--- src/rtl/uart_tx_fifo.sv ---
// UART transmitter with an integrated transmit FIFO and back-to-back framing.
// Define UART_TX_PARITY_EN to insert a parity bit after the data bits.
module uart_tx_fifo #(
  parameter int DATA_BITS    = 8,
  parameter int CLKS_PER_BIT = 2604,
  parameter int STOP_BITS    = 1,
  parameter int FIFO_DEPTH   = 4,
  parameter int PARITY_ODD   = 0
) (
  input  logic                 clk,
  input  logic                 rst_n,
  input  logic [DATA_BITS-1:0] tx_data,
  input  logic                 trmt,
  output logic                 full,
  output logic                 empty,
  output logic                 overflow,
  output logic                 busy,
  output logic                 tx_done,
  output logic                 TX
);

`ifdef UART_TX_PARITY_EN
  localparam int P = 1;
`else
  localparam int P = 0;
`endif
  localparam int FRAME_LEN = 1 + DATA_BITS + P + STOP_BITS;
  localparam int AW = $clog2(FIFO_DEPTH);
  localparam int BW = $clog2(CLKS_PER_BIT);
  localparam int CW = $clog2(FRAME_LEN + 1);
  localparam logic [BW-1:0] BAUD_MAX = BW'(CLKS_PER_BIT - 1);
  localparam logic [CW-1:0] LAST_BIT = CW'(FRAME_LEN - 1);

  localparam logic [0:0] IDLE     = 1'b0;
  localparam logic [0:0] TRANSMIT = 1'b1;

  logic [DATA_BITS-1:0] mem [FIFO_DEPTH];
  logic [AW:0]          wr_ptr;
  logic [AW:0]          rd_ptr;
  logic [0:0]           state;
  logic [FRAME_LEN-1:0] sreg;
  logic [FRAME_LEN-1:0] frame;
  logic [BW-1:0]        baud_cnt;
  logic [CW-1:0]        bit_cnt;
  logic [DATA_BITS-1:0] head;
  logic                 shift;
  logic                 frame_end;
  logic                 pop;
  logic                 wr;

  assign empty = (wr_ptr == rd_ptr);
  assign full  = (wr_ptr[AW] != rd_ptr[AW]) &&
                 (wr_ptr[AW-1:0] == rd_ptr[AW-1:0]);
  assign head  = mem[rd_ptr[AW-1:0]];

  assign shift     = (state == TRANSMIT) && (baud_cnt == BAUD_MAX);
  assign frame_end = shift && (bit_cnt == LAST_BIT);
  assign pop       = !empty && ((state == IDLE) || frame_end);
  // A pop on the same edge frees the slot, so a write at full still fits.
  assign wr        = trmt && (!full || pop);

`ifdef UART_TX_PARITY_EN
  logic par;
  assign par   = (^head) ^ 1'(PARITY_ODD);
  assign frame = {{STOP_BITS{1'b1}}, par, head, 1'b0};
`else
  assign frame = {{STOP_BITS{1'b1}}, head, 1'b0};
`endif

  assign busy = (state == TRANSMIT);
  assign TX   = sreg[0];

  always_ff @(posedge clk) begin
    if (wr) mem[wr_ptr[AW-1:0]] <= tx_data;
  end

  always_ff @(posedge clk or negedge rst_n) begin
    if (!rst_n) begin
      wr_ptr   <= '0;
      rd_ptr   <= '0;
      overflow <= 1'b0;
    end else begin
      overflow <= trmt && full && !pop;
      if (wr)  wr_ptr <= wr_ptr + 1'b1;
      if (pop) rd_ptr <= rd_ptr + 1'b1;
    end
  end

  always_ff @(posedge clk or negedge rst_n) begin
    if (!rst_n) begin
      state    <= IDLE;
      sreg     <= '1;
      baud_cnt <= '0;
      bit_cnt  <= '0;
      tx_done  <= 1'b0;
    end else begin
      tx_done <= frame_end;
      if (pop) begin
        state    <= TRANSMIT;
        sreg     <= frame;
        baud_cnt <= '0;
        bit_cnt  <= '0;
      end else if (frame_end) begin
        state    <= IDLE;
        sreg     <= {1'b1, sreg[FRAME_LEN-1:1]};
        baud_cnt <= '0;
        bit_cnt  <= '0;
      end else if (shift) begin
        sreg     <= {1'b1, sreg[FRAME_LEN-1:1]};
        baud_cnt <= '0;
        bit_cnt  <= bit_cnt + CW'(1);
      end else if (state == TRANSMIT) begin
        baud_cnt <= baud_cnt + BW'(1);
      end
    end
  end

endmodule

--- config.mk ---
export PLATFORM = sky130hd
export DESIGN_NAME = uart_tx_fifo
export DESIGN_NICKNAME = d
export VERILOG_FILES = /design/src/rtl/uart_tx_fifo.sv
export SDC_FILE = /design/constraint.sdc
export NUM_CORES = 1
export LEC_CHECK = 0
export BUFFER_PORTS_ARGS = -buffer_cell sky130_fd_sc_hd__clkbuf_2
export CORE_ASPECT_RATIO = 0.9
export CORE_MARGIN = 2
export CORE_UTILIZATION = 60
export DETAILED_ROUTE_END_ITERATION = 6
export PLACE_DENSITY = 0.79
export SLEW_MARGIN = 20
export SYNTH_ARGS = -nofsm -noshare
export SYNTH_HDL_FRONTEND = slang
export SYNTH_SLANG_ARGS = --single-unit
--- constraint.sdc ---
create_clock -name clk -period 5.7 [get_ports clk]
set_clock_uncertainty 0.1 [all_clocks]
set_input_delay 1.71 -clock clk [delete_from_list [all_inputs] [get_ports clk]]
set_output_delay 1.71 -clock clk [all_outputs]
set_load 0.05 [all_outputs]
==> flow_summary.toml, run 1 <==
[status]
status = "finished clean"

[drt]
drt-initial-drc-count = 149
drt_first_pass_iters = 4
antenna_violating_nets_post_route = 0
avgViaCountPerCell = 5.89
route.detailed.drc = 0
drt_wl_total_um = 5310
route.detailed.wl_per_inst_um = 17.3
detailroute.via_count = 1803

[cells_and_area]
n_antenna_cell = 0
stdcell_count = 306
layout.nets = 255
finalCoreUtilization_pct = 69.1
drive_gt1_share_pct = 31.1
layout_cell_area_excl_fill_mm2 = 0.00338
area_growth_syn_to_layout_pct = 9.96

[grt]
grt_pass1_vias = 1803
pin_count_of_the_biggest_net_entering_global_routing = 35
grt_usage_pct = 21.8
gr-total-overflow = 0
grt_antenna_before_repair = 0
global_route_wire_length_before_repair_um = 9070

[worst_setup_path]
critPathCapture = "empty"
cp_data_required_time_ns = 3.89
critical-path-slowest-cell = "dfrtp_1"
timing.setup.critical_path_class = "reg2out"
r2r_end = "mem[2][0]"
r2r_cells = 5
critPathLaunchType = "register"
critPathArrivalTime_ns = 2.20
crit_fanout = 12
crit_chain = "xor2_1 > nor3_1 > clkbuf_2"
reg2reg_slack_ns = 2.58
critical_path.reg2reg.startpoint = "busy"
critical_path.endpoint_type = "output pin"
slowest_delay_ns = 0.79
worstSetupStartpoint = "rd_ptr[0]"

[die]
core_area_mm2 = 0.00489
io_pins = 17
die-width_um = 79.5
num_rows = 24
initial_utilization_pct = 62.9
die_h_um = 71.9
area_enclosed_by_the_die_boundary_mm2 = 0.00572

[clocking]
clock_path_buffers = 2
numCtsBuffers = 9
cts.sink_count = 66
post_cts_buffers = 0
post_cts_resize_count = 0
cts_tree = "built"
htreeDepth = 3
clk_root_buffer_cell = "clkbuf_8"
clk-insertion-delay-late_ns = 0.35
holdBufCountCts = 0
clk_pin_slew_worst_paths_ns = 0.08

[synth]
synthArstFlopShare_pct = 51.5
postSynthCellCount = 216
synth_cell_type_count = 47
yosysSeqAreaShare_pct = 59.3
mappedNetlistArea_mm2 = 0.00308
yosysWarnings = 0
synthesis.nets = 235
ys.flop_type = "edfxtp_1"
ys_seq_elements = 66
syn_area_per_cell_um2 = 14.2
synth_edf_count = 32

[power]
power-per-cell-area_mw_per_mm2 = 423
ir_drop_uv = 343
power.static_leakage_nw = 1.37
power.total_mw = 1.43

[sta]
fmax_ghz = 0.250
timing_worst_slew_pin_value_ns = 1.09
final.hold.worst_slack_ns = 0.388
finalCritPeriodShare_pct = 70.3
setup_repair_after_global_routing_missed_its_margin = "no"
timing.setup.tns_ns = 0
fin_crit_ns = 4.01
total_count_of_max_transition_violations_in_the_final_report = 0
timing.slew.headroom_pct = 27.0
final-hold-violation-count = 0
report.final.setup_viol = 0
worst_slack_ns = 1.69

[placed_design]
gp_congestion = 0.827
dp_slack_ns = 2.05
total_placed_instance_area_mm2 = 0.00320
detailedPlacementHpwl_um = 3560
dp.cells = 290
place.port_buffers = 16

[min_path]
hold_path_startpoint = "rd_ptr[2]"
worst_hold_path_type = "reg2reg"

[job]
cap_viol_max_count = 0
==> report_power, final <==
| part | switching [mW] | leakage (nW) | internal [mW] |
|---|---|---|---|
| logic | 0.191 | 0.569 | 0.163 |
| clock network | 0.198 | 0.0908 | 0.164 |
| registers | 0.0964 | 0.707 | 0.618 |
| total | 0.486 | 1.37 | 0.946 |
==> logic make-up (layout without fill, tap and decap cells) <==
kind of cell | Yosys count | count (layout) | share of synthesized area [%]
buf+inv | 19 | 44 | 2.85
fa+ha+maj | 8 | 8 | 3.25
compound gates | 34 | 34 | 7.69
flops | 66 | 66 | 59.3
xor+xnor | 10 | 10 | 2.85
simple gates | 50 | 50 | 9.52
mux | 29 | 29 | 14.6
==> Yosys cell counts, types with 2 or more instances <==
master	count	area (um2)
ha_1	8	100
dfstp_2	9	236
mux2_2	6	67.6
or4_1	3	22.5
xor2_1	6	52.6
dfrtp_1	25	626
a31o_2	2	17.5
nand2b_1	2	12.5
or4_4	2	22.5
nor3_1	3	15.0
a21o_1	3	22.5
a21oi_1	5	25.0
clkbuf_1	5	18.8
mux4_2	8	180
a41oi_1	2	17.5
nor2_1	11	41.3
o21ai_0	9	45.0
xnor2_1	4	35.0
edfxtp_1	32	961
nand2_1	8	30.0
or2_2	2	12.5
mux2_4	10	150
a31oi_1	3	18.8
nand3_1	3	15.0
inv_1	11	41.3
nor4_1	6	37.5
buf_6	2	22.5
mux2i_1	4	40.0
a22o_1	2	17.5
nand4_1	3	18.8
==> registers in the layout (all words and copies together) (netlist names) <==
signal / count
busy: 1
wr_ptr: 3
overflow: 1
tx_done: 1
sreg: 9
mem: 32
baud_cnt: 12
rd_ptr: 3
bit_cnt: 4
==> placed cells by master (no fill, tap or decap), drive strengths merged, types with 5 or more instances in the layout <==
master and n:
ha 8, nand2 8, o21ai 10, mux4 8, dfstp 9, or4 5, clkbuf 25, inv 14
edfxtp 32, mux2 17, a21oi 6, nor4 6, xor2 6, dfrtp 25, nor2 11
==> worst max-delay path, delay by kind of cell, from the launching register on <==
family,cells,cell delay [ns]
simple gates,1,0.48
buf+inv,1,0.38
xor+xnor,1,0.19
flops,1,0.79
==> routing by layer <==
layer | part of all wire [%] | global-route usage, % | vias to the layer above
li1 | - | - | 862
met1 | 48 | 31.4 | 894
met2 | 47 | 31.3 | 41
met3 | 4.2 | 7.21 | 6
met4 | 1.3 | 7.85 | 0
met5 | 0 | 0 | -
==> final cells by class <==
type | count | area (um2)
Clock buffer | 9 | 124
Clock inverter | 7 | 60.1
Fill cell | 346 | 1510
Inverter | 11 | 41.3
Multi-Input combinational cell | 131 | 1170
Sequential cell | 66 | 1820
Tap cell | 65 | 81.3
Timing Repair Buffer | 17 | 87.6
==> worst min path at each step <==
stage | cells after the start | end
4_1_cts | 1 | rd_ptr[2]
2_1_floorplan | 1 | baud_cnt[11]
3_5_place_dp | 1 | wr_ptr[2]
6_report | 1 | rd_ptr[2]
3_3_place_gp | 1 | baud_cnt[11]
5_1_grt | 1 | rd_ptr[2]
No activity file was read; power rests on OpenSTA's default activity.
==> run 2: changes to the inputs <==
--- a/config.mk
+++ b/config.mk
@@ -5,12 +5,13 @@
 export SDC_FILE = /design/constraint.sdc
 export NUM_CORES = 1
 export LEC_CHECK = 0
+export ABC_AREA = 1
 export BUFFER_PORTS_ARGS = -buffer_cell sky130_fd_sc_hd__clkbuf_2
 export CORE_ASPECT_RATIO = 0.9
 export CORE_MARGIN = 2
 export CORE_UTILIZATION = 60
 export DETAILED_ROUTE_END_ITERATION = 6
-export PLACE_DENSITY = 0.79
+export PLACE_DENSITY = 0.78
 export SLEW_MARGIN = 20
 export SYNTH_ARGS = -nofsm -noshare
 export SYNTH_HDL_FRONTEND = slang
==> constraint.sdc (replaced) <==
create_clock -name clk -period 4.2 [get_ports clk]
set_clock_uncertainty 0.1 [all_clocks]
set_input_delay 1.26 -clock clk [delete_from_list [all_inputs] [get_ports clk]]
set_output_delay 1.26 -clock clk [all_outputs]
set_load 0.05 [all_outputs]
==> flow_summary.toml, run 2 <==
[status]
status = "finished clean"

[cells_and_area]
seq_area_mm2 = 0.00182
n_antenna_cell = 0
layout.nets = 388
most_used_cells_in_the_layout_excluding_fill_and_tap_cells = "70 x nand2_1, 42 x nor2_1, 37 x inv_1, 36 x nand3_1, 32 x edfxtp_1"
layout_cell_area_excl_fill_mm2 = 0.00368
drive_gt1_share_pct = 17.6
multi_input_comb_area_mm2 = 0.00129
area_growth_syn_to_layout_pct = 9.48
commonest_non_fill_non_tap_cell_in_the_layout = "nand2_1"
layout.filler_cells = 442
flip_flop_count_of_the_largest_register_after_layout = 32

[clocking]
clk-insertion-delay-late_ns = 0.34
clk_pin_slew_worst_paths_ns = 0.07
post_cts_buffers = 0
post_cts_resize_count = 0
holdBufCountCts = 0
clock_path_buffers = 2
cts_tree = "built"
clk_root_buffer_cell = "clkbuf_8"
numCtsBuffers = 9
htreeDepth = 3
cts.sink_count = 66

[placed_design]
gp_congestion = 0.798
place.port_buffers = 16
detailedPlacementHpwl_um = 3910
total_placed_instance_area_mm2 = 0.00344

[power]
power.combinational.fraction_pct = 25.9
power.static_leakage_nw = 1.64
power-per-cell-area_mw_per_mm2 = 592
intPower_mw = 1.44
total_switching_power_uw = 741
power.share.sequential_pct = 44.2
switching_share_pct = 34.0
p_clk_share_pct = 29.9
ir_drop_uv = 625

[drt]
route.detailed.wl_per_inst_um = 13.0
route.detailed.drc = 0
detailroute.via_count = 2284
drt_first_pass_iters = 5
avgViaCountPerCell = 5.18
drt-initial-drc-count = 138
drt_wl_total_um = 5730
antenna_violating_nets_post_route = 0

[synth]
synth_commonest_cells = "70 x nand2_1, 42 x nor2_1, 37 x inv_1"
ys_seq_elements = 66
mappedNetlistArea_mm2 = 0.00337
yosysWarnings = 0
synth_edf_count = 32
post-synth-top-area-fraction_pct = 28.6
postSynthCellCount = 354
synth_top_cell_by_area = "edfxtp_1"
synthesis.nets = 373
yosysSeqAreaShare_pct = 54.2
synth_cell_type_count = 35
most_common_cell_in_the_netlist = "nand2_1"
ys.flop_type = "edfxtp_1"
ys_top_cells_by_area = "edfxtp_1 29%, dfrtp_1 19%, nand2_1 7.8%, dfstp_2 7.0%, nand3_1 5.4%"
syn_area_per_cell_um2 = 9.51
synthArstFlopShare_pct = 51.5

[worst_setup_path]
timing.setup.critical_path_class = "reg2out"
critPathArrivalTime_ns = 1.84
slowest_delay_ns = 0.70
critical-path-slowest-cell = "dfrtp_1"
cp_data_required_time_ns = 2.84
timing.critical_path.max_delay_family = "flip-flops"
critPathLaunchType = "register"
crit_chain = "xnor2_1 > nand2_1 > nor2_4 > clkbuf_2"
crit_fanout = 19
cp.buffers_inverters = 1
critical_path.endpoint_type = "output pin"

[sta]
final.hold.worst_slack_ns = 0.395
total_count_of_max_transition_violations_in_the_final_report = 0
fin_crit_ns = 3.20
fmax_ghz = 0.313
finalCritPeriodShare_pct = 76.1
report.final.setup_viol = 0
final-hold-violation-count = 0
setup_repair_after_global_routing_missed_its_margin = "no"
timing.slew.headroom_pct = 44.6
timing_worst_slew_pin_value_ns = 0.831
timing.setup.tns_ns = 0

[grt]
pin_count_of_the_biggest_net_entering_global_routing = 35
gr-total-overflow = 0
grt_pass1_vias = 2134
global_route_wire_length_before_repair_um = 9720
grt_antenna_before_repair = 0
grt_usage_pct = 20.4

[die]
area_enclosed_by_the_die_boundary_mm2 = 0.00623
die-width_um = 83.0
num_rows = 25
io_pins = 17
core_area_mm2 = 0.00532
die_h_um = 75.1
initial_utilization_pct = 63.3

[min_path]
worst_hold_path_type = "reg2reg"

[job]
cap_viol_max_count = 0
==> run 2: changes by cell type after synthesis, sizes merged, moves of 5 or more <==
cell / delta
nand2: +68
nand3: +38
nor2: +37
inv: +29
mux2: -17
o21ai: +15
buf: +8
mux4: -8
nand3b: +6
nand4: +6
nor4: -6
or4: -5
==> run 2: final timing paths <==
check	endpoint	slack, ns	start	cells past startpoint
setup / recovery	empty	1.00	rd_ptr[0]	4
hold / removal	sreg[0]	0.40	sreg[1]	2
setup reg to reg	mem[3][2]	1.77	busy	6
hold reg to reg	sreg[0]	0.40	sreg[1]	2
max in group asynchronous	baud_cnt[3]	2.57	rst_n	1
min in group asynchronous	baud_cnt[5]	0.91	rst_n	1
==> run 2: kinds of logic (layout without fill, tap and decap cells) <==
| group | Yosys count | after routing | share of synthesized area (%) |
|---|---|---|---|
| DFF | 66 | 66 | 54.2 |
| buffers and inverters | 53 | 73 | 7.40 |
| AOI/OAI and AO/OA | 30 | 30 | 4.91 |
| adders and majority gates | 8 | 8 | 2.97 |
| xor gates and xnor gates | 13 | 13 | 3.61 |
| and+or+nand+nor | 184 | 184 | 27.0 |
==> run 2: final cells by class <==
| cell class | instances | share of cell area [%] |
|---|---|---|
| clock buffer | 9 | 3.36 |
| clock inverter | 7 | 3.36 |
| inverter | 41 | 4.24 |
| multi-input combinational | 235 | 35.1 |
| sequential | 66 | 49.5 |
| tap | 67 | 2.28 |
| timing repair buffer | 16 | 2.17 |
==> run 2: worst register-to-register path: stages, from the launching register on <==
cell and delay (ns):
dfrtp_1 0.61, nand2_1 0.13, nor2_2 0.22, nand3_4 0.18, nand3_1 0.15, nand2_2 0.14
nor2_1 0.53
==> run 2: per-stage QoR <==
step	power (mW)	util [%]	worst slack, ns	cells
CTS	2.20	69.3	0.999	441
finish	2.18	69.3	1.00	441
global route	2.33	69.3	0.888	441
detailed placement	1.54	64.6	1.37	425
floorplan	1.43	-	1.40	354
global placement	1.52	64.6	1.42	425
==> run 2: layer usage <==
layer / part of all wire [%] / GRT usage [%]
met1: 47 / 26.2
met2: 46 / 31.8
met3: 4.6 / 6.58
met4: 2.3 / 10.2
met5: 0 / 0
==> run 2: power by group through the flow <==
stage,logic [mW],registers (mW),clock network (mW)
3_3_place_gp,0.550,0.969,0
3_5_place_dp,0.565,0.977,0
5_1_grt,0.647,0.985,0.696
6_report,0.565,0.964,0.651
2_1_floorplan,0.510,0.923,0
4_1_cts,0.570,0.965,0.664
